**config.mk**
```make
export PLATFORM = sky130hd
export DESIGN_NAME = envelope_adsr
export DESIGN_NICKNAME = d
export VERILOG_FILES = /design/src/rtl/synth_pkg.sv /design/src/rtl/env_scale.sv /design/src/rtl/envelope_adsr.sv
export SDC_FILE = /design/constraint.sdc
export NUM_CORES = 1
export LEC_CHECK = 0
export CAP_MARGIN = 5
export CELL_PAD_IN_SITES_DETAIL_PLACEMENT = 1
export CELL_PAD_IN_SITES_GLOBAL_PLACEMENT = 2
export CORE_MARGIN = 2
export CORE_UTILIZATION = 36
export DETAILED_ROUTE_END_ITERATION = 10
export PLACE_DENSITY_LB_ADDON = 0.3
export SETUP_SLACK_MARGIN = 0.15
export SLEW_MARGIN = 20
export SYNTH_ARGS = -nofsm -noshare
export SYNTH_HDL_FRONTEND = slang
export SYNTH_SLANG_ARGS = --single-unit
```
**constraint.sdc**
```tcl
create_clock -name main_clk -period 6.22 [get_ports main_clk]
set_input_delay 1.866 -clock main_clk [delete_from_list [all_inputs] [get_ports main_clk]]
set_output_delay 1.866 -clock main_clk [all_outputs]
set_load 0.05 [all_outputs]
```
**src/rtl/synth_pkg.sv**
```systemverilog
// ---------------------------------------------------------------------------
// synth_pkg
// Shared definitions for the synth voice datapath.
//   - env_state_e    : envelope FSM state encoding (IDLE=0 .. RELEASE=4, 3 bits)
//   - ENV_WIDTH_DEF  : default envelope level / rate width
//   - OUTPUT_WIDTH_DEF : default oscillator sample width
//   - ENV_MAX_LEVEL  : full-scale envelope level at the default width
// ---------------------------------------------------------------------------
package synth_pkg;

  // Envelope FSM state encoding; values are fixed so they can be probed
  // and compared against software tables.
  typedef enum logic [2:0] {
    ST_IDLE    = 3'd0,
    ST_ATTACK  = 3'd1,
    ST_DECAY   = 3'd2,
    ST_SUSTAIN = 3'd3,
    ST_RELEASE = 3'd4
  } env_state_e;

  localparam int ENV_WIDTH_DEF    = 16;
  localparam int OUTPUT_WIDTH_DEF = 12;

  localparam logic [ENV_WIDTH_DEF-1:0] ENV_MAX_LEVEL = 16'hFFFF;

endpackage : synth_pkg

```
**src/rtl/env_scale.sv**
```systemverilog
// ---------------------------------------------------------------------------
// env_scale
// Registered amplitude scaler: dout = (din * level) >> ENV_WIDTH, truncated,
// updated only on sample strobes. dout_valid pulses for one cycle per strobe.
//
// Ports
//   i_clk        : system clock
//   i_rst_n      : asynchronous active-low reset
//   i_sample_en  : one-cycle sample strobe
//   i_din        : unsigned oscillator sample (OUTPUT_WIDTH)
//   i_level      : envelope level in effect before this tick's update
//   o_dout       : scaled sample, registered (OUTPUT_WIDTH)
//   o_dout_valid : one-cycle pulse when o_dout updates
// ---------------------------------------------------------------------------
module env_scale
  import synth_pkg::*;
#(
  parameter int OUTPUT_WIDTH = OUTPUT_WIDTH_DEF,
  parameter int ENV_WIDTH    = ENV_WIDTH_DEF
) (
  input  logic                    i_clk,
  input  logic                    i_rst_n,
  input  logic                    i_sample_en,
  input  logic [OUTPUT_WIDTH-1:0] i_din,
  input  logic [ENV_WIDTH-1:0]    i_level,
  output logic [OUTPUT_WIDTH-1:0] o_dout,
  output logic                    o_dout_valid
);

  localparam int PROD_WIDTH = OUTPUT_WIDTH + ENV_WIDTH;

  logic [PROD_WIDTH-1:0]   w_product;
  logic [OUTPUT_WIDTH-1:0] r_dout;
  logic                    r_dout_valid;

  // Full-width product so no partial product bits are lost before truncation.
  assign w_product = {{ENV_WIDTH{1'b0}}, i_din} * {{OUTPUT_WIDTH{1'b0}}, i_level};

  // Output register: capture the scaled sample and raise valid on each strobe.
  always_ff @(posedge i_clk or negedge i_rst_n) begin
    if (!i_rst_n) begin
      r_dout       <= {OUTPUT_WIDTH{1'b0}};
      r_dout_valid <= 1'b0;
    end else if (i_sample_en) begin
      // Level is a 0..(2^EW-1)/2^EW fraction, so dropping the low EW bits
      // keeps the result within OUTPUT_WIDTH.
      r_dout       <= OUTPUT_WIDTH'(w_product >> ENV_WIDTH);
      r_dout_valid <= 1'b1;
    end else begin
      r_dout       <= r_dout;
      r_dout_valid <= 1'b0;
    end
  end

  assign o_dout       = r_dout;
  assign o_dout_valid = r_dout_valid;

endmodule : env_scale

```
**src/rtl/envelope_adsr.sv**
```systemverilog
// ---------------------------------------------------------------------------
// envelope_adsr
// Gate-driven ADSR amplitude envelope applied to the oscillator sample.
// All state advances only on sample_en; the output is scaled by the level
// that was in effect before the current tick's update.
//
// Build option
//   ENVELOPE_LEGATO_EN : when defined, a gate rise starts ATTACK from the
//                        current level (smooth retrigger). When undefined,
//                        the level is forced to 0 on the rise tick.
//
// Ports
//   main_clk      : system clock
//   reset         : asynchronous active-low reset
//   sample_en     : one-cycle sample strobe
//   gate          : note on (1) / note off (0)
//   attack_rate   : level increment per sample in ATTACK
//   decay_rate    : level decrement per sample in DECAY
//   sustain_level : hold level in SUSTAIN (tracked live)
//   release_rate  : level decrement per sample in RELEASE
//   din           : unsigned oscillator sample
//   dout          : scaled sample, registered
//   dout_valid    : one-cycle pulse when dout updates
//   env_level     : current envelope level, registered
//   busy          : high whenever the envelope is not IDLE, registered
// ---------------------------------------------------------------------------
module envelope_adsr
  import synth_pkg::*;
#(
  parameter int OUTPUT_WIDTH = OUTPUT_WIDTH_DEF,
  parameter int ENV_WIDTH    = ENV_WIDTH_DEF
) (
  input  logic                    main_clk,
  input  logic                    reset,
  input  logic                    sample_en,
  input  logic                    gate,
  input  logic [ENV_WIDTH-1:0]    attack_rate,
  input  logic [ENV_WIDTH-1:0]    decay_rate,
  input  logic [ENV_WIDTH-1:0]    sustain_level,
  input  logic [ENV_WIDTH-1:0]    release_rate,
  input  logic [OUTPUT_WIDTH-1:0] din,
  output logic [OUTPUT_WIDTH-1:0] dout,
  output logic                    dout_valid,
  output logic [ENV_WIDTH-1:0]    env_level,
  output logic                    busy
);

  localparam logic [ENV_WIDTH-1:0] LVL_MAX  = {ENV_WIDTH{1'b1}};
  localparam logic [ENV_WIDTH-1:0] LVL_ZERO = {ENV_WIDTH{1'b0}};

  env_state_e              r_state;
  env_state_e              w_state_nxt;
  logic [ENV_WIDTH-1:0]    r_level;
  logic [ENV_WIDTH-1:0]    w_level_nxt;
  logic                    r_gate_q;
  logic                    r_busy;

  logic                    w_rise;
  logic                    w_fall;
  logic                    w_fall_active;
  logic [ENV_WIDTH:0]      w_attack_sum;
  logic signed [ENV_WIDTH+1:0] w_decay_diff;
  logic signed [ENV_WIDTH+1:0] w_sustain_ext;

  assign w_rise = gate & ~r_gate_q;
  assign w_fall = ~gate & r_gate_q;

  // A fall only matters while the note is sounding under gate control.
  assign w_fall_active = w_fall & ((r_state == ST_ATTACK) ||
                                   (r_state == ST_DECAY)  ||
                                   (r_state == ST_SUSTAIN));

  // One extra bit so the attack overshoot past full scale is visible.
  assign w_attack_sum = {1'b0, r_level} + {1'b0, attack_rate};

  // Two extra bits so a decay step below zero compares correctly as signed.
  assign w_decay_diff  = $signed({2'b00, r_level}) - $signed({2'b00, decay_rate});
  assign w_sustain_ext = $signed({2'b00, sustain_level});

  // Next-state and next-level evaluation for one sample tick.
  always_comb begin
    w_state_nxt = r_state;
    w_level_nxt = r_level;
    if (w_rise) begin
      // Rise beats every other transition, including decay reaching sustain.
      w_state_nxt = ST_ATTACK;
`ifdef ENVELOPE_LEGATO_EN
      w_level_nxt = r_level;
`else
      w_level_nxt = LVL_ZERO;
`endif
    end else if (w_fall_active) begin
      // Enter RELEASE holding the level; the first decrement is next tick.
      w_state_nxt = ST_RELEASE;
      w_level_nxt = r_level;
    end else begin
      case (r_state)
        ST_IDLE: begin
          w_state_nxt = ST_IDLE;
          w_level_nxt = LVL_ZERO;
        end
        ST_ATTACK: begin
          if (w_attack_sum >= {1'b0, LVL_MAX}) begin
            w_state_nxt = ST_DECAY;
            w_level_nxt = LVL_MAX;
          end else begin
            w_state_nxt = ST_ATTACK;
            w_level_nxt = w_attack_sum[ENV_WIDTH-1:0];
          end
        end
        ST_DECAY: begin
          if (w_decay_diff <= w_sustain_ext) begin
            w_state_nxt = ST_SUSTAIN;
            w_level_nxt = sustain_level;
          end else begin
            w_state_nxt = ST_DECAY;
            w_level_nxt = w_decay_diff[ENV_WIDTH-1:0];
          end
        end
        ST_SUSTAIN: begin
          // Track live changes of the sustain setting every tick.
          w_state_nxt = ST_SUSTAIN;
          w_level_nxt = sustain_level;
        end
        ST_RELEASE: begin
          if (r_level <= release_rate) begin
            w_state_nxt = ST_IDLE;
            w_level_nxt = LVL_ZERO;
          end else begin
            w_state_nxt = ST_RELEASE;
            w_level_nxt = r_level - release_rate;
          end
        end
        default: begin
          w_state_nxt = ST_IDLE;
          w_level_nxt = LVL_ZERO;
        end
      endcase
    end
  end

  // Envelope FSM state, level, gate history and busy flag, advanced per tick.
  always_ff @(posedge main_clk or negedge reset) begin
    if (!reset) begin
      r_state  <= ST_IDLE;
      r_level  <= LVL_ZERO;
      r_gate_q <= 1'b0;
      r_busy   <= 1'b0;
    end else if (sample_en) begin
      r_state  <= w_state_nxt;
      r_level  <= w_level_nxt;
      r_gate_q <= gate;
      r_busy   <= (w_state_nxt != ST_IDLE);
    end else begin
      r_state  <= r_state;
      r_level  <= r_level;
      r_gate_q <= r_gate_q;
      r_busy   <= r_busy;
    end
  end

  // Scale with the pre-update level so dout reflects the level that was
  // visible on env_level when the strobe arrived.
  env_scale #(
    .OUTPUT_WIDTH (OUTPUT_WIDTH),
    .ENV_WIDTH    (ENV_WIDTH)
  ) u_env_scale (
    .i_clk        (main_clk),
    .i_rst_n      (reset),
    .i_sample_en  (sample_en),
    .i_din        (din),
    .i_level      (r_level),
    .o_dout       (dout),
    .o_dout_valid (dout_valid)
  );

  assign env_level = r_level;
  assign busy      = r_busy;

endmodule : envelope_adsr

```
==> Yosys cells after proc, flatten, opt, wreduce, memory -nomap -nowiden <==
Cells that the tools add are included.
{ "word_totals": {"out_inout_bits": 30, "input_bits": 80, "mem_bits_ro": 0, "ram_bits": 0, "mem_count": 0, "ff_bits": 34, "wordCells": 40, "latch_bits": 0} }
{ "op_classes": {"bitwise": 5, "n_reduce_logical": 4, "muxes": 13, "n_addsub": 3, "n_div": 0, "mul": 1, "n_lt_le_gt_ge": 3, "n_eq_ne": 5, "shift": 0} }
{ "op_table": {"columns": ["operator", "n"], "rows": [
  ["$mux 16", 5],
  ["$pmux 16 s4", 1],
  ["$mul 12x16->28", 1],
  ["$add 16x16->17", 1],
  ["$ge 17x16->1 const B", 1],
  ["$le 17x17->1", 1],
  ["$sub 16x16->17", 1],
  ["$le 16x16->1", 1],
  ["$sub 16x16->16", 1],
  ["$pmux 3 s4", 1],
  ["$mux 3", 3],
  ["$eq 3x2->1 const B", 2],
  ["$and 1x1->1", 3],
  ["$eq 3x1->1 const B", 1],
  ["$eq 3x3->1 const B", 1],
  ["$reduce_bool 3->1", 1],
  ["$logic_or 1x1->1", 2],
  ["$mux 1", 2],
  ["$mux 2", 1],
  ["$ne 2x2->1 const B", 1],
  ["$not 1->1", 2],
  ["$reduce_and 2->1", 1]
]} }

==> Depth between registers and ports, before layout <==
{ "logic_depth": {"depth_word": 7, "depth_mapped": 22} }

==> Cells and area by module <==
From an unflattened synthesis, not the netlist that was laid out.
{ "hier_totals": {"cells_unflattened": 1268, "hier_area_um2": 10465.0} }
{ "by_module_without_submodules": {"columns": ["module", "seq_area_each_um2", "area_per_inst_um2", "cells_each", "instances"], "rows": [
  ["env_scale", 325.3, 6328.6, 723, 1],
  ["envelope_adsr", 525.5, 4136.5, 545, 1]
]} }

==> Worst setup path after synthesis <==
No wires, ideal clock.
{ "synth_path": {"path_kind": "input to register", "start": "in din[3]", "end": "reg u_env_scale.r_dout[10] (netlist: u_env_scale.o_dout[10])", "path_slack_ns": -0.561, "t_required_ns": 6.095, "arrival_time_ns": 6.656, "stages": 20, "cell_sequence": "clkbuf_1 > nand2_1 > fa_1 > fa_1 > fa_1 > inv_1 > fa_1 > inv_1 > fa_1 > inv_1 > ha_1 > o21ai_0 > o21ai_0 > a21oi_1 > o211a_1 > o31a_1 > o211ai_1 > a21oi_1 > xnor2_1 > mux2_2"} }
{ "synth_via": {"elab_chain_cells": 1} }
{ "synth_rtl": {"columns": ["item", "line_no", "source"], "rows": [
  ["start: declaration", "envelope_adsr.sv:41", "input logic [OUTPUT_WIDTH-1:0] din,"],
  ["$mul 12x16->28", "env_scale.sv:37", "assign w_product = {{ENV_WIDTH{1'b0}}, i_din} * {{OUTPUT_WIDTH{1'b0}}, i_level};"],
  ["end signal: assignment", "env_scale.sv:42", "r_dout <= {OUTPUT_WIDTH{1'b0}};"],
  ["end signal: assignment", "env_scale.sv:47", "r_dout <= OUTPUT_WIDTH'(w_product >> ENV_WIDTH);"],
  ["end signal: assignment", "env_scale.sv:50", "r_dout <= r_dout;"],
  ["end: declaration", "env_scale.sv:33", "logic [OUTPUT_WIDTH-1:0] r_dout;"]
]} }
Every way passes these cells.
A chain may end at the register's enable or synchronous reset.

==> Final worst setup path <==
{ "layout_path": {"start": "in din[4]", "end": "reg u_env_scale.r_dout[10] (netlist: u_env_scale.o_dout[10])"} }
Same word-level chain as after synthesis.

==> summary.txt <==
Outcome
  • Status: complete, but fails checks
  • Failing checks: negative setup slack

Pwr
  • Cell Pwr Density: 181.9 nW/um2
  • Sequential share of power: 12.7%
  • Worst vdd ir: 0.1101 mV
  • Clock network fraction of total power: 13.2%
  • Net Sw Frac: 47.23%
  • Combinational Power Share: 74.0%
  • Leakage power: 6.921 nW
  • Internal power: 1.342 mW
  • Switching Power: 1.201 mW

Finish
  • Most common cell after layout, fill and taps aside: inv_1
  • Commonest cells after routing, fill and taps aside: inv_1 (216), nand2_1 (157), buf_4 (144)
  • N_diodes: 0
  • Nets: 1830
  • Area Growth Syn to Fin: 37.93%
  • Fillers: 3282
  • Fin cells: 1861
  • Layout cells sized above 1: 22.39%

Global route
  • Vias in the first global route: 10620
  • Initial antenna violation count: 0
  • First-pass GRT wire length: 55610 um
  • Overflow after GRT: 0
  • Met2 Usage GRT: 43.13%
  • Total GRT Usage: 24.36%
  • Met1 Use GR: 31.97%
  • Largest net degree at the start of global routing: 35
  • GRT Max-Usage Layer: met2
  • Routing usage on met3: 2.186%

Setup path
  • Arrival time worst endpoint: 6.83 ns
  • Crit-path slowest cell: fa_1
  • Startpoint Class: input pin
  • Endpoint type of the worst setup path: register
  • Critical path buffer and inverter count: 6
  • Worst setup path class: input pin to register
  • Req. time, crit path: 6.40 ns
  • Cell family with most CP delay: adder cells
  • Reg2reg path depth: 20
  • Worst path depth: 22
  • CP Max Fanout: 7
  • Worst-path cell chain: buf_6 > buf_8 > nand2_4 > fa_1 > fa_1 > fa_1 > inv_1 > fa_1 > inv_1 > fa_1 > inv_2 > ha_4 > nand4_1 > nor2_1 > a21oi_2 > buf_4 > o211a_1 > o31a_1 > o211ai_1 > a21oi_1 > xnor2_1 > mux2_4
  • Cell mode on critical path: fa_1
  • Crit-path max cell delay: 0.57 ns

Timing
  • RSZ-0062 raised after global routing: yes
  • Setup-failing EPs final: 9
  • Worst-margin pin slew: 0.8174 ns
  • Clock Skew: 0.004289 ns
  • Fin worst setup slack: -0.4374 ns
  • Final Hold Violating Endpoints: 0
  • Final period util: 107.0%
  • Final Critical Period: 6.657 ns
  • Relative slew slack: 45.51%
  • Max-slew violation count: 0
  • Fmax achieved: 150.2 MHz

Clocking
  • TritonCTS clock tree: yes
  • CTS Buf Count: 5
  • Clk root buf: clkbuf_16
  • Clock-pin slew on the worst setup and hold paths: 0.06 ns
  • Post-CTS Hold Buffers: 0
  • Clk Latency, worst-skew pair: 0.29 ns
  • Max clock buf depth: 2
  • H-tree depth: 2
  • CTS Sinks: 34

Floorplanning
  • # rows: 61
  • Core area: 27780 um2
  • Die height: 171.8 um
  • Die Area: 29520 um2
  • Initial Utilization: 36.50%
  • Die width: 171.8 um
  • Num ports: 110

Routing
  • Vias post-DR: 9642
  • Wirelength per Cell: 18.97 um
  • Iter 0 DRT Violations: 457
  • First-pass iteration count of the detailed router: 8
  • Drt drc: 0
  • DRT antenna net count: 0
  • Total Routed Length: 35300 um
  • Drt via density: 5.181

Job
  • Max-cap viol count: 0

Synthesis
  • Mapped Nets: 1575
  • Synthesized flop and latch total: 34
  • Ys flop type: dfrtp_1
  • Async S/R FF share, synth: 100.0%
  • Avg Inst Size Synth: 8.264 um2
  • Cells after Synth: 1227
  • Distinct cell type count after synthesis: 65
  • Synth Cell Area: 10140 um2
  • Number of synthesized flops with an enable pin: 0
  • Post-synthesis sequential area ratio: 8.391%
  • Synth warnings: 0

Placed design
  • Post-DP HPWL: 27550 um
  • Placed cells: 1799
  • Pre-CTS setup slack: -1.348 ns
  • GP Congestion: 0.8763
  • PortBufs: 109

Min path
  • Hold depth: 1
  • Worst hold path class: register to register
state kept, by name, summed over array words and instances, names as in the netlist:
| signal | flops |
|---|---|
| r_gate_q | 1 |
| u_env_scale.o_dout_valid | 1 |
| busy | 1 |
| r_state | 3 |
| env_level | 16 |
| u_env_scale.o_dout | 12 |
path summary, 6_finish.rpt:
check	from	end	slack [ns]
worst max register to register	env_level[2]	u_env_scale.o_dout[10]	0.50
min in group asynchronous	reset	u_env_scale.o_dout[8]	1.67
max in group asynchronous	reset	r_gate_q	4.03
worst min-delay path	u_env_scale.o_dout[4]	u_env_scale.o_dout[4]	0.51
worst max-delay path	din[4]	u_env_scale.o_dout[10]	-0.44
worst min register to register	u_env_scale.o_dout[4]	u_env_scale.o_dout[4]	0.51
metal layers:
layer,vias up,wire length (um),share of wire (%)
li1,4525,-,-
met1,4860,15580,44
met2,211,17420,49
met3,46,1624,4.6
met4,0,670,1.9
met5,-,0,0
synthesized netlist by cell type (5+ instances only):
library cell | instances | area share (%)
inv_1 | 230 | 8.5
nand2_1 | 173 | 6.4
fa_1 | 142 | 28
ha_1 | 126 | 16
and2_1 | 67 | 4.1
a21oi_1 | 50 | 2.5
nor2_1 | 48 | 1.8
clkbuf_1 | 36 | 1.3
dfrtp_1 | 34 | 8.4
o21ai_0 | 34 | 1.7
xnor2_1 | 32 | 2.8
a21o_1 | 24 | 1.8
nand3_1 | 17 | 0.84
o211ai_1 | 13 | 0.96
a222oi_1 | 12 | 1.2
nand2b_1 | 12 | 0.74
nand4_1 | 12 | 0.74
o21a_1 | 12 | 0.89
xor2_1 | 11 | 0.95
nor3_1 | 10 | 0.49
a211oi_1 | 9 | 0.67
mux2_2 | 9 | 1.0
a31oi_1 | 8 | 0.49
o21bai_1 | 8 | 0.59
nor2b_1 | 7 | 0.43
o21ai_1 | 6 | 0.30
or3_1 | 6 | 0.37
o2111ai_1 | 5 | 0.43
layout make-up:
class | instances | area, um2 | share of cell area, %
timing repair buffer | 287 | 2651 | 18.96
clock inverter | 3 | 68.82 | 0.4920
tap | 378 | 473.0 | 3.382
multi-input combinational | 924 | 8954 | 64.02
inverter | 230 | 863.3 | 6.173
sequential | 34 | 850.8 | 6.083
clock buffer | 5 | 125.1 | 0.8946
logic make-up after synthesis:
group                    share of synthesized area (%)
AND/OR/NAND/NOR                                  17.62
buffers and inverters                            10.04
adder cells (fa/ha/maj)                          43.58
AO/OA/AOI/OAI                                    15.35
XOR/XNOR                                         3.714
flip-flops                                       8.391
multiplexers                                     1.296
power by group through the flow:
stage	Sequential [mW]	Combinational [mW]	Clock [mW]
2_1_floorplan	0.418	0.936	0
3_3_place_gp	0.323	1.60	0
3_5_place_dp	0.323	1.65	0
4_1_cts	0.322	1.77	0.342
5_1_grt	0.331	2.10	0.350
6_report	0.324	1.88	0.337
worst reg2reg max path, cell delays in order (launching register included):
cell and delay [ns]:
dfrtp_1 0.85, nand2_2 0.15, fa_2 0.39, fa_1 0.52
fa_1 0.51, inv_1 0.05, fa_1 0.47, inv_1 0.05
fa_1 0.50, inv_2 0.05, ha_4 0.26, nand4_1 0.08
nor2_1 0.16, a21oi_2 0.08, buf_4 0.14, o211a_1 0.23
o31a_1 0.36, o211ai_1 0.25, a21oi_1 0.12, xnor2_1 0.14
mux2_4 0.25
what timing repair did:
action	CTS	global route
gates cloned	3	2
gates resized for setup	140	89
endpoints found under the setup margin	30	30
buffers inserted	35	14
pin swaps	78	80
per-stage QoR:
stage / total power, mW / hold WS (ns) / instance area (um2) / setup TNS (ns) / utilization (%)
after floorplan: 1.354 / 0.5006 / 10240 / -0.8948 / -
after global placement: 1.923 / 0.4916 / 12580 / -24.83 / 45.29
final: 2.544 / 0.5119 / 13990 / -2.990 / 50.34
after global routing: 2.778 / 0.5390 / 13990 / -5.037 / 50.34
after CTS: 2.430 / 0.5167 / 13460 / -2.724 / 48.44
after detailed placement: 1.973 / 0.5036 / 12580 / -25.80 / 45.29
No activity file was read; power rests on OpenSTA's default activity.
